==> config.mk <==
export PLATFORM = sky130hd
export DESIGN_NAME = id_stage
export DESIGN_NICKNAME = d
export VERILOG_FILES = /design/src/rtl/id_pkg.sv /design/src/rtl/id_imm_gen.sv /design/src/rtl/id_stage.sv
export SDC_FILE = /design/constraint.sdc
export NUM_CORES = 1
export LEC_CHECK = 0
export ABC_AREA = 1
export BUFFER_PORTS_ARGS = -buffer_cell sky130_fd_sc_hd__buf_4
export CAP_MARGIN = 30
export CORE_MARGIN = 1
export CORE_UTILIZATION = 40
export CTS_BUF_LIST = sky130_fd_sc_hd__clkbuf_4 sky130_fd_sc_hd__clkbuf_8
export CTS_CLUSTER_DIAMETER = 40
export DETAILED_ROUTE_END_ITERATION = 8
export GPL_TIMING_DRIVEN = 0
export HOLD_SLACK_MARGIN = 0.1
export PLACE_DENSITY = 0.81
export SLEW_MARGIN = 20
export SYNTH_ARGS = -nofsm -noshare
export SYNTH_HDL_FRONTEND = slang
export SYNTH_SLANG_ARGS = --single-unit
==> constraint.sdc <==
create_clock -name clk -period 1.3 [get_ports clk]
set_input_delay 0.195 -clock clk [delete_from_list [all_inputs] [get_ports clk]]
set_output_delay 0.195 -clock clk [all_outputs]
set_load 0.005 [all_outputs]
==> src/rtl/id_pkg.sv <==
// Shared decode definitions: opcodes, instruction classes, immediate formats, FSM states.
package id_pkg;

  localparam logic [6:0] OPC_LUI      = 7'b0110111;
  localparam logic [6:0] OPC_AUIPC    = 7'b0010111;
  localparam logic [6:0] OPC_JAL      = 7'b1101111;
  localparam logic [6:0] OPC_JALR     = 7'b1100111;
  localparam logic [6:0] OPC_BRANCH   = 7'b1100011;
  localparam logic [6:0] OPC_LOAD     = 7'b0000011;
  localparam logic [6:0] OPC_STORE    = 7'b0100011;
  localparam logic [6:0] OPC_OPIMM    = 7'b0010011;
  localparam logic [6:0] OPC_OP       = 7'b0110011;
  localparam logic [6:0] OPC_MISC_MEM = 7'b0001111;
  localparam logic [6:0] OPC_SYSTEM   = 7'b1110011;

  // Canonical NOP (addi x0, x0, 0) held after reset.
  localparam logic [31:0] INSTR_NOP = 32'h0000_0013;

  typedef enum logic [3:0] {
    CLS_LUI     = 4'd0,
    CLS_AUIPC   = 4'd1,
    CLS_JAL     = 4'd2,
    CLS_JALR    = 4'd3,
    CLS_BRANCH  = 4'd4,
    CLS_LOAD    = 4'd5,
    CLS_STORE   = 4'd6,
    CLS_OPIMM   = 4'd7,
    CLS_OP      = 4'd8,
    CLS_FENCE   = 4'd9,
    CLS_SYSTEM  = 4'd10,
    CLS_ILLEGAL = 4'd11
  } instr_class_e;

  typedef enum logic [2:0] {
    FMT_R = 3'd0,
    FMT_I = 3'd1,
    FMT_S = 3'd2,
    FMT_B = 3'd3,
    FMT_U = 3'd4,
    FMT_J = 3'd5
  } imm_fmt_e;

  typedef enum logic {
    WAIT_INSTR = 1'b0,
    PROVIDE    = 1'b1
  } id_state_e;

endpackage

==> src/rtl/id_imm_gen.sv <==
// Combinational immediate generator: sign-extends from instr[31] per format.
module id_imm_gen
  import id_pkg::*;
(
  input  logic [31:0] instr,
  input  imm_fmt_e    fmt,
  output logic [31:0] imm
);

  // Reassemble the scattered immediate bits for each encoding format.
  always_comb begin
    imm = 32'h0;
    case (fmt)
      FMT_I: imm = {{20{instr[31]}}, instr[31:20]};
      FMT_S: imm = {{20{instr[31]}}, instr[31:25], instr[11:7]};
      FMT_B: imm = {{19{instr[31]}}, instr[31], instr[7], instr[30:25], instr[11:8], 1'b0};
      FMT_U: imm = {instr[31:12], 12'h000};
      FMT_J: imm = {{11{instr[31]}}, instr[31], instr[19:12], instr[20], instr[30:21], 1'b0};
      default: imm = 32'h0;
    endcase
  end

endmodule

==> src/rtl/id_stage.sv <==
// Decode stage: take one instruction from fetch, hold it, offer the decoded bundle to execute.
module id_stage
  import id_pkg::*;
#(
  parameter int BITSIZE = 32
) (
  input  logic               clk,
  input  logic               reset_i,
  input  logic               IF_ID_give_i,
  input  logic [31:0]        IF_ID_instr_i,
  output logic               ID_IF_get_o,
  input  logic               EX_ID_get_i,
  output logic               ID_EX_give_o,
  output logic [3:0]         ID_EX_class_o,
  output logic [4:0]         ID_EX_rd_o,
  output logic [4:0]         ID_EX_rs1_o,
  output logic [4:0]         ID_EX_rs2_o,
  output logic [2:0]         ID_EX_funct3_o,
  output logic               ID_EX_funct7b5_o,
  output logic [BITSIZE-1:0] ID_EX_imm_o,
  output logic               ID_EX_illegal_o
);

  id_state_e    state_q, state_d;
  logic [31:0]  instr_q;
  logic         capture;
  instr_class_e cls;
  imm_fmt_e     fmt;
  logic         illegal;
  logic [31:0]  imm_raw;

  // State and instruction register; reset loads a NOP so decode outputs are benign.
  always_ff @(posedge clk) begin
    if (reset_i) begin
      state_q <= WAIT_INSTR;
      instr_q <= INSTR_NOP;
    end else begin
      state_q <= state_d;
      if (capture) instr_q <= IF_ID_instr_i;
    end
  end

  // Handshake FSM; both handshake outputs are suppressed while reset is asserted
  // so neither neighbour sees a transfer that is about to be discarded.
  always_comb begin
    state_d      = state_q;
    capture      = 1'b0;
    ID_IF_get_o  = 1'b0;
    ID_EX_give_o = 1'b0;
    case (state_q)
      WAIT_INSTR: begin
        ID_IF_get_o = 1'b1;
        if (IF_ID_give_i) begin
          capture = 1'b1;
          state_d = PROVIDE;
        end
      end
      PROVIDE: begin
        ID_EX_give_o = EX_ID_get_i;
        if (EX_ID_get_i) state_d = WAIT_INSTR;
      end
      default: state_d = WAIT_INSTR;
    endcase
    if (reset_i) begin
      ID_IF_get_o  = 1'b0;
      ID_EX_give_o = 1'b0;
    end
  end

  // Opcode decode into class and immediate format; anything unlisted is illegal.
  // Every listed opcode ends in 2'b11, so a bad low pair also falls to the default.
  always_comb begin
    cls     = CLS_ILLEGAL;
    fmt     = FMT_R;
    illegal = 1'b0;
    case (instr_q[6:0])
      OPC_LUI:      begin cls = CLS_LUI;    fmt = FMT_U; end
      OPC_AUIPC:    begin cls = CLS_AUIPC;  fmt = FMT_U; end
      OPC_JAL:      begin cls = CLS_JAL;    fmt = FMT_J; end
      OPC_JALR:     begin cls = CLS_JALR;   fmt = FMT_I; end
      OPC_BRANCH:   begin cls = CLS_BRANCH; fmt = FMT_B; end
      OPC_LOAD:     begin cls = CLS_LOAD;   fmt = FMT_I; end
      OPC_STORE:    begin cls = CLS_STORE;  fmt = FMT_S; end
      OPC_OPIMM:    begin cls = CLS_OPIMM;  fmt = FMT_I; end
      OPC_OP:       begin cls = CLS_OP;     fmt = FMT_R; end
      OPC_MISC_MEM: begin cls = CLS_FENCE;  fmt = FMT_I; end
      OPC_SYSTEM:   begin cls = CLS_SYSTEM; fmt = FMT_I; end
      default:      begin cls = CLS_ILLEGAL; fmt = FMT_R; illegal = 1'b1; end
    endcase
  end

  id_imm_gen u_imm_gen (
    .instr (instr_q),
    .fmt   (fmt),
    .imm   (imm_raw)
  );

  assign ID_EX_class_o    = cls;
  assign ID_EX_illegal_o  = illegal;
  assign ID_EX_imm_o      = illegal ? '0 : imm_raw[BITSIZE-1:0];
  assign ID_EX_rd_o       = instr_q[11:7];
  assign ID_EX_rs1_o      = instr_q[19:15];
  assign ID_EX_rs2_o      = instr_q[24:20];
  assign ID_EX_funct3_o   = instr_q[14:12];
  assign ID_EX_funct7b5_o = instr_q[30];

endmodule

==> results of run 1 <==
## critical path: cells and delay by family (launching register included)
family                 cells  cell delay, ns
DFF                        1            0.37
AOI/OAI and AO/OA          1            0.35
and+or+nand+nor            4            0.49
buffers and inverters      4            0.46
## routing by layer
layer,global-route usage [%],vias up
met2,44.27,191
met1,30.97,1311
met3,4.910,33
li1,-,1316
met5,0,-
met4,14.23,0
## stage by stage
stage          hold WS [ns]  power (mW)  instance area, µm²  utilization [%]
2_1_floorplan        0.3002       1.673                2206                -
3_5_place_dp         0.4108       2.106                2992            57.48
5_1_grt              0.1107       3.345                3681            70.72
6_report             0.1154       3.225                3681            70.72
4_1_cts              0.1164       3.040                3400            65.31
3_3_place_gp         0.4097       2.090                2992            57.48
## what timing repair did
action                                  in CTS  in global routing
pin swaps                                   23                 17
setup buffers                               12                  8
endpoints found under the setup margin      62                 67
cloned                                       2                  0
resized for setup                           62                 68
## cells by family after synthesis
kind of cell | share of synthesized area, %
buf+inv | 15.98
flops | 30.14
simple gates | 37.10
compound gates | 16.78
## registers in the layout, summed over array words and instances (netlist names)
signal,flops
instr_q,32
state_q,1
## power groups by stage
stage / clock [mW] / sequential, mW / combinational (mW)
after floorplan: 0 / 1.18 / 0.492
after detailed placement: 0 / 1.20 / 0.906
after CTS: 0.826 / 1.18 / 1.03
after global routing: 0.860 / 1.21 / 1.28
final: 0.823 / 1.20 / 1.21
after global placement: 0 / 1.20 / 0.893
## cell usage in the layout, fill, tap and decap left out, drive strengths merged
cell type / instances
nand2: 77
nand3: 23
nor2: 70
nand4: 1
nor3: 1
buf: 144
o22ai: 1
o211ai: 1
clkbuf: 13
a21oi: 22
o21ai: 48
dfxtp: 33
inv: 28
## final cells by class
| cell class | count | area, µm² | area share, % |
|---|---|---|---|
| Clock buffer | 7 | 90.09 | 2.447 |
| Sequential cell | 33 | 675.6 | 18.35 |
| Buffer | 35 | 275.3 | 7.478 |
| Inverter | 28 | 115.1 | 3.127 |
| Tap cell | 70 | 87.58 | 2.379 |
| Timing Repair Buffer | 115 | 967.2 | 26.27 |
| Multi-Input combinational cell | 244 | 1470 | 39.94 |
## path summary, 6_finish.rpt
| path | start | cells after the start | end | slack [ns] |
|---|---|---|---|---|
| hold reg to reg | instr_q[1] | 2 | instr_q[1] | 0.50 |
| setup reg to reg | state_q | 6 | instr_q[0] | 0.05 |
| hold / removal | EX_ID_get_i | 2 | state_q | 0.12 |
| setup / recovery | instr_q[4] | 9 | ID_EX_imm_o[4] | -0.86 |
==> results.txt, run 1 <==
* Outcome: finished, violations left
- The checks that failed: setup timing.
* Slew at the pin closest to its max-slew limit: 0.4741 ns
- Once the floorplan was initialized, standard cells occupied 42.12% of the core.
- In this run the tightest slew margin relative to its limit is 68.39%.
- Maximum resistive drop on vdd: 619.8 µV
- The tree is rooted in a sky130_fd_sc_hd__clkbuf_8.
- Latest clock arrival within the worst-skew pair: 0.29 ns
- M1 wire length: 3214 µm
- Traced cell by cell, the critical path runs through inv_6 -> nand2_8 -> nor2_8 -> buf_12 -> nand2_8 -> o21ai_0 -> inv_1 -> nand2_1 -> buf_4.
* Number of flops mapped to enable cells by yosys: 0
* Most common flop cell mapped by yosys: sky130_fd_sc_hd__dfxtp_1
* Vias/cell: 5.359
- Wire segments on met3 add up to 692 µm in the final route.
- Detailed-routing iteration count for the pre-antenna-repair pass: 5
- Power density cells: 876.2 mW/mm²
* Synthesis Warnings: 0
- Across all layers, the routed design uses 2851 vias.
* Setup repair after global routing missed its margin: yes
* Reported net switching power: 1.066 mW
- Total Negative Setup Slacks: -21.93 ns
- Count of boundary I/O pins: 94
- For the worst setup path, the data required time is 1.11 ns.
- Final period demand of the worst path: 2.162 ns
- Gate power share: 37.4%
* Max frequency: 462.5 MHz
- The worst path uses 166.3% of the clock period.
- Counting every sink on the clock net gives 33.
- List of most frequent post-synthesis cells: 62 x sky130_fd_sc_hd__nor2_1, 60 x sky130_fd_sc_hd__nand2_1, 44 x sky130_fd_sc_hd__o21ai_0, 33 x sky130_fd_sc_hd__dfxtp_1, 26 x sky130_fd_sc_hd__inv_1
* Worst clock skew: 0.01124 ns
* CTS H-Tree Depth: 2
- Number of antenna violations at the first check in global routing: 0
- Number of max-slew violations in the final report: 0
- Setup violations remaining at the end of the flow were counted as 37.
* Largest net degree at the start of global routing: 11
- Data on the critical path arrives at its endpoint at 1.97 ns.
- Post-synthesis cell type with the largest combined area: sky130_fd_sc_hd__dfxtp_1
- Final worst slack: -0.8622 ns
- The worst setup path is captured at an output pin.
- Average cell area after synthesis: 6.447 µm²
- Port Buffers: 93
- In this run the remaining antenna-violating nets after routing total 0.
- Clock-pin slew was measured on the worst setup and hold paths at 0.07 ns.
* Total standard cell area after synthesis: 0.002192 mm²
* Sw Share: 33.06%
- The final count of hold timing violations was 0.
- The first global-routing pass estimated 12060 µm of wire.
* Clock tree from TritonCTS: done
- Type of the setup path with the least slack: flop to output pin
- The die is 76.03 µm wide.
- Across the run, the number of max-cap violations was 0.
- Worst slack at placement: -0.2877 ns
- STA classifies the critical path startpoint as a flop.
- The area growth from synthesis to layout is 67.92%.
- In this run the vertical extent of the chip is 76.03 µm.
- Leakage power of the design: 1.907 nW
- Counting along the longest clock path gives a buffer depth of 2.
- The core region is 0.005205 mm².
- For this block, the routed nets add up to 8452 µm of wire.
- Synthesis-stage register bit count: 33
* Crit path max-delay cell type: sky130_fd_sc_hd__dfxtp_4
* Most frequently used cell type in the post-synthesis netlist: sky130_fd_sc_hd__nor2_1
- Detailed router's first-iteration violation count: 248
* Grt total ovfl: 0
- Excluding fillers, the count of instances in the completed layout stands at 532.
- Cell count after synthesis: 340
- Hpwl dp: 4841 µm
- When the netlist entered floorplanning its net count stood at 376.
- For this design, the CTS-stage hold fixing added 0 buffers.
- Global-route usage over all layers: 26.06%
- CP dominant cell by count: sky130_fd_sc_hd__nand2_8
* Net total in the final layout: 498
* Flop pwr share: 37.1%
* Netlist cell types: 24
* Layout cell share with drive strength beyond 1: 54.11%
- # fillers: 379
- Sequential elements use 30.14% of the synthesized area.
- Highest metal layer used by the detailed router: met4
* Ant diodes: 0
- In this run, placement finished with an instance count of 503.
* Async set-or-reset flop fraction in the synthesized netlist: 0%
* Worst-path maximum fanout: 7
* Wire length per cell after detailed routing: 15.89 µm
* Biggest area contributors in the synthesized netlist: sky130_fd_sc_hd__dfxtp_1 30%, sky130_fd_sc_hd__nor2_1 11%, sky130_fd_sc_hd__nand2_1 10%, sky130_fd_sc_hd__o21ai_0 10%, sky130_fd_sc_hd__buf_4 7.2%
- Met2 wire length: 4254 µm
- Total CTS buffers: 5
* Largest incremental delay on the critical path: 0.37 ns
- Placer's final routability congestion estimate: 0.8170
* Cell internal pwr: 2.159 mW
- The via count of the first global-routing pass is 2534.
- The die covers 0.005781 mm².
- Post-route DRC violation count: 0
- In this run the biggest area consumer among cell types represents 30.14% of the synthesized area.
* Number of cell rows: 26
- Clock network fraction of design power: 25.5%
- In this run the worst hold path is classified as primary input to flop.
Power figures use the tool's default switching activity.
==> run 2, diff against run 1 <==
Settings changed: CTS_BUF_LIST sky130_fd_sc_hd__clkbuf_4 sky130_fd_sc_hd__clkbuf_8 to sky130_fd_sc_hd__clkbuf_16, SLEW_MARGIN 20 to 15.
==> run 2 against run 1 <==
Via count decreased by 3.1%. Final cell count decreased by 0.94%. Clock skew decreased by 0.0049 ns. Sequential share of layout area increased by 0.35 points. Sequential power about the same. Register-to-register slack improved by 0.05 ns. The run still ends with setup timing left. Fmax increased by 13%. Critical path type unchanged. Power increased by 6.2%. Design area decreased by 2.2%.
==> results.txt, run 2 (same netlist as run 1, synthesis figures left out) <==
* Ant diodes: 0 (unchanged)
- Die width: 76.03 µm (unchanged)
- Latest clock arrival within the worst-skew pair: 0.28 ns (about the same)
- The effective utilization at floorplan came to 42.12% (unchanged).
- The number of clock buffers inserted by TritonCTS is 5 (unchanged).
- Grt total ovfl: 0 (unchanged)
- The max-slew violation count was 0 (unchanged).
* Post-Route WL: 8188 µm (-3.1%)
- The cell area after layout was 0.003600 mm² (-2.2%).
* Overall power of the completed layout: 3.426 mW (+6.2%)
- Walking the worst path, the cells encountered are inv_4 -> nor2_4 -> nand2_4 -> buf_4 -> o21ai_1 -> nor2_2 -> nand2_1 -> buf_6.
- TritonCTS built the clock tree.
- The number of iterations in the first detailed-routing pass came to 7 (+2).
- Biggest registers after layout: instr_q (32), state_q (1)
- Type of the setup path with the least slack: flop to output pin
- The worst setup path is launched from a flop.
- Area of the core region: 0.005205 mm² (unchanged)
- The checks that failed: setup timing.
- The slowest stage of the critical path belongs to the cell sky130_fd_sc_hd__dfxtp_2.
* Net total in the final layout: 493 (-1.0%)
- The min-delay analysis places its worst path in the category primary input to flop.
- The flow ran to the end, but the final reports show violations.
- The number of antenna violations at the first check in global routing was 0 (unchanged).
- Worst-case headroom to the max-slew limit: 68.71% (+0.32 points)
* Power density cells: 951.7 mW/mm² (+8.6%)
- The total number of vias is 2763 (-3.1%).
- Total stage count of the critical path: 8 (-1)
- The routability-driven placement congestion ratio was 0.8170 (unchanged).
- The time the final worst path needs with I/O delays and setup came to 1.920 ns (-0.2421 ns).
- Leaving out fill and tap cells, the most frequent cell in the layout is sky130_fd_sc_hd__buf_4.
- Synthesis-to-finish area growth: 64.21%
- Area enclosed by the die boundary: 0.005781 mm² (unchanged)
- The clock-pin slew reported for the worst setup and hold paths after clock tree synthesis came to 0.05 ns (-0.02 ns).
* Setup repair after global routing missed its margin: yes
* Utilization after layout: 69.16% (-1.6 points)
- The count of max-cap constraint violations is 0 (unchanged).
* Share of the clock period used by the worst path after layout: 147.7% (-19 points)
* Max frequency: 520.8 MHz (+13%)
* Largest net degree at the start of global routing: 11 (unchanged)
- The biggest fanout along the worst timing path is 10 (+3).
- Data required time of the critical path: 1.11 ns (about the same)
- Hold depth: 2 (unchanged)
* Clock root buffer: sky130_fd_sc_hd__clkbuf_16
- Cell area reported after detailed placement: 0.002992 mm² (unchanged)
- The total buffers and inverters traversed by the critical path came to 3 (-1).
- Global-route usage over all layers: 25.83% (-0.23 points)
* Final hold violations: 0 (unchanged)
- Clock buffer depth: 2 (unchanged)
* Worst Path Arrival: 1.73 ns (-0.24 ns)
- The maximum single-stage delay on the critical path was 0.36 ns (about the same).
- The floorplan row count came to 26 (unchanged).
* Count of antenna-violating nets left after detailed routing: 0 (unchanged)
* Slew at the pin closest to its max-slew limit: 0.4693 ns (-0.004785 ns)
* Hpwl dp: 4841 µm (unchanged)
* Category of cells accounting for the largest share of critical-path delay: simple AND/OR/NAND/NOR gates
- The cell count after placement was 503 (unchanged).
* Wire length per cell after detailed routing: 15.54 µm (-2.2%)
* Worst hold-check slack: 0.1248 ns (+0.009385 ns)
* Worst clock skew: 0.006376 ns (-0.004866 ns)
* Layout cell share with drive strength beyond 1: 51.20% (-2.9 points)
* # fillers: 385 (+1.6%)
- The number of setup violations in the final report came to 37 (unchanged).
- The violation count after the first detailed-routing iteration was 201 (-19%).
- The flip-flop count of the largest register after layout came to 32 (unchanged).
- The length in cells of the worst reg-to-reg path came to 6 (unchanged).
* Clock net sink count: 33 (unchanged)
- The die boundary height was 76.03 µm (unchanged).
* Maximum resistive drop on vdd: 713.4 µV (+15%)
- In the layout the commonest cells are 116 x sky130_fd_sc_hd__buf_4, 46 x sky130_fd_sc_hd__nand2_1, 44 x sky130_fd_sc_hd__nor2_1.
- The worst setup path is captured at an output pin.
* First-pass GRT wire length: 11940 µm (-0.98%)
* Vias in the first global route: 2527 (-0.28%)
- Post-route DRC violation count: 0 (unchanged)
- The count of boundary I/O pins came to 94 (unchanged).
* CTS H-Tree Depth: 2 (unchanged)
* Leakage power of the design: 1.866 nW (-2.2%)
- The final critical-path setup slack was -0.6201 ns (+0.2421 ns).
- The post-layout instance count excluding filler cells is 527 (-0.94%).
* Register containing the most flip-flops in the final layout: instr_q
* Port Buffers: 93 (unchanged)
* Vias/cell: 5.243 (-2.2%)
run 2: worst paths after layout:
path	startpoint	end	slack, ns
worst min register to register	instr_q[1]	instr_q[1]	0.49
worst max-delay path	instr_q[4]	ID_EX_imm_o[23]	-0.62
worst min-delay path	EX_ID_get_i	state_q	0.12
worst max register to register	state_q	instr_q[1]	0.10
run 2: through the flow:
stage,worst slack [ns],TNS [ns]
after floorplan,-0.009509,-0.1033
after global placement,-0.2689,-9.080
after detailed placement,-0.2877,-9.507
after CTS,-0.5112,-17.30
after global routing,-0.6672,-22.34
final,-0.6201,-20.75
run 2: final cells by class:
cell class	instances	area, µm²	area share (%)
clock inverter	2	7.507	0.2086
clock buffer	5	125.1	3.476
multi-input combinational	244	1440	40.01
inverter	28	110.1	3.059
sequential	33	673.1	18.70
tap	70	87.58	2.433
timing repair buffer	110	894.6	24.85
buffer	35	261.5	7.265
run 2: per-layer routing:
metal	vias to the layer above	track usage, %	routed length, µm	share of wire [%]
li1	1310	-	-	-
met1	1276	31.63	3259	40
met2	157	43.09	4132	50
met3	20	5.269	600	7.3
met4	0	12.69	195	2.4
met5	-	0	0	0
run 2: repair_timing:
action                                  in CTS  in global routing
hold buffers                                 0                  0
endpoints found under the setup margin      63                 67
setup buffers                               11                  4
pin swaps                                   21                 19
cloned                                       2                  0
resized for setup                           54                 51
run 2: where the power goes:
group | switching (mW) | total [mW] | internal, mW
combinational | 0.553 | 1.11 | 0.554
clock | 0.439 | 1.12 | 0.685
sequential | 0.0905 | 1.20 | 1.11
total | 1.08 | 3.43 | 2.34
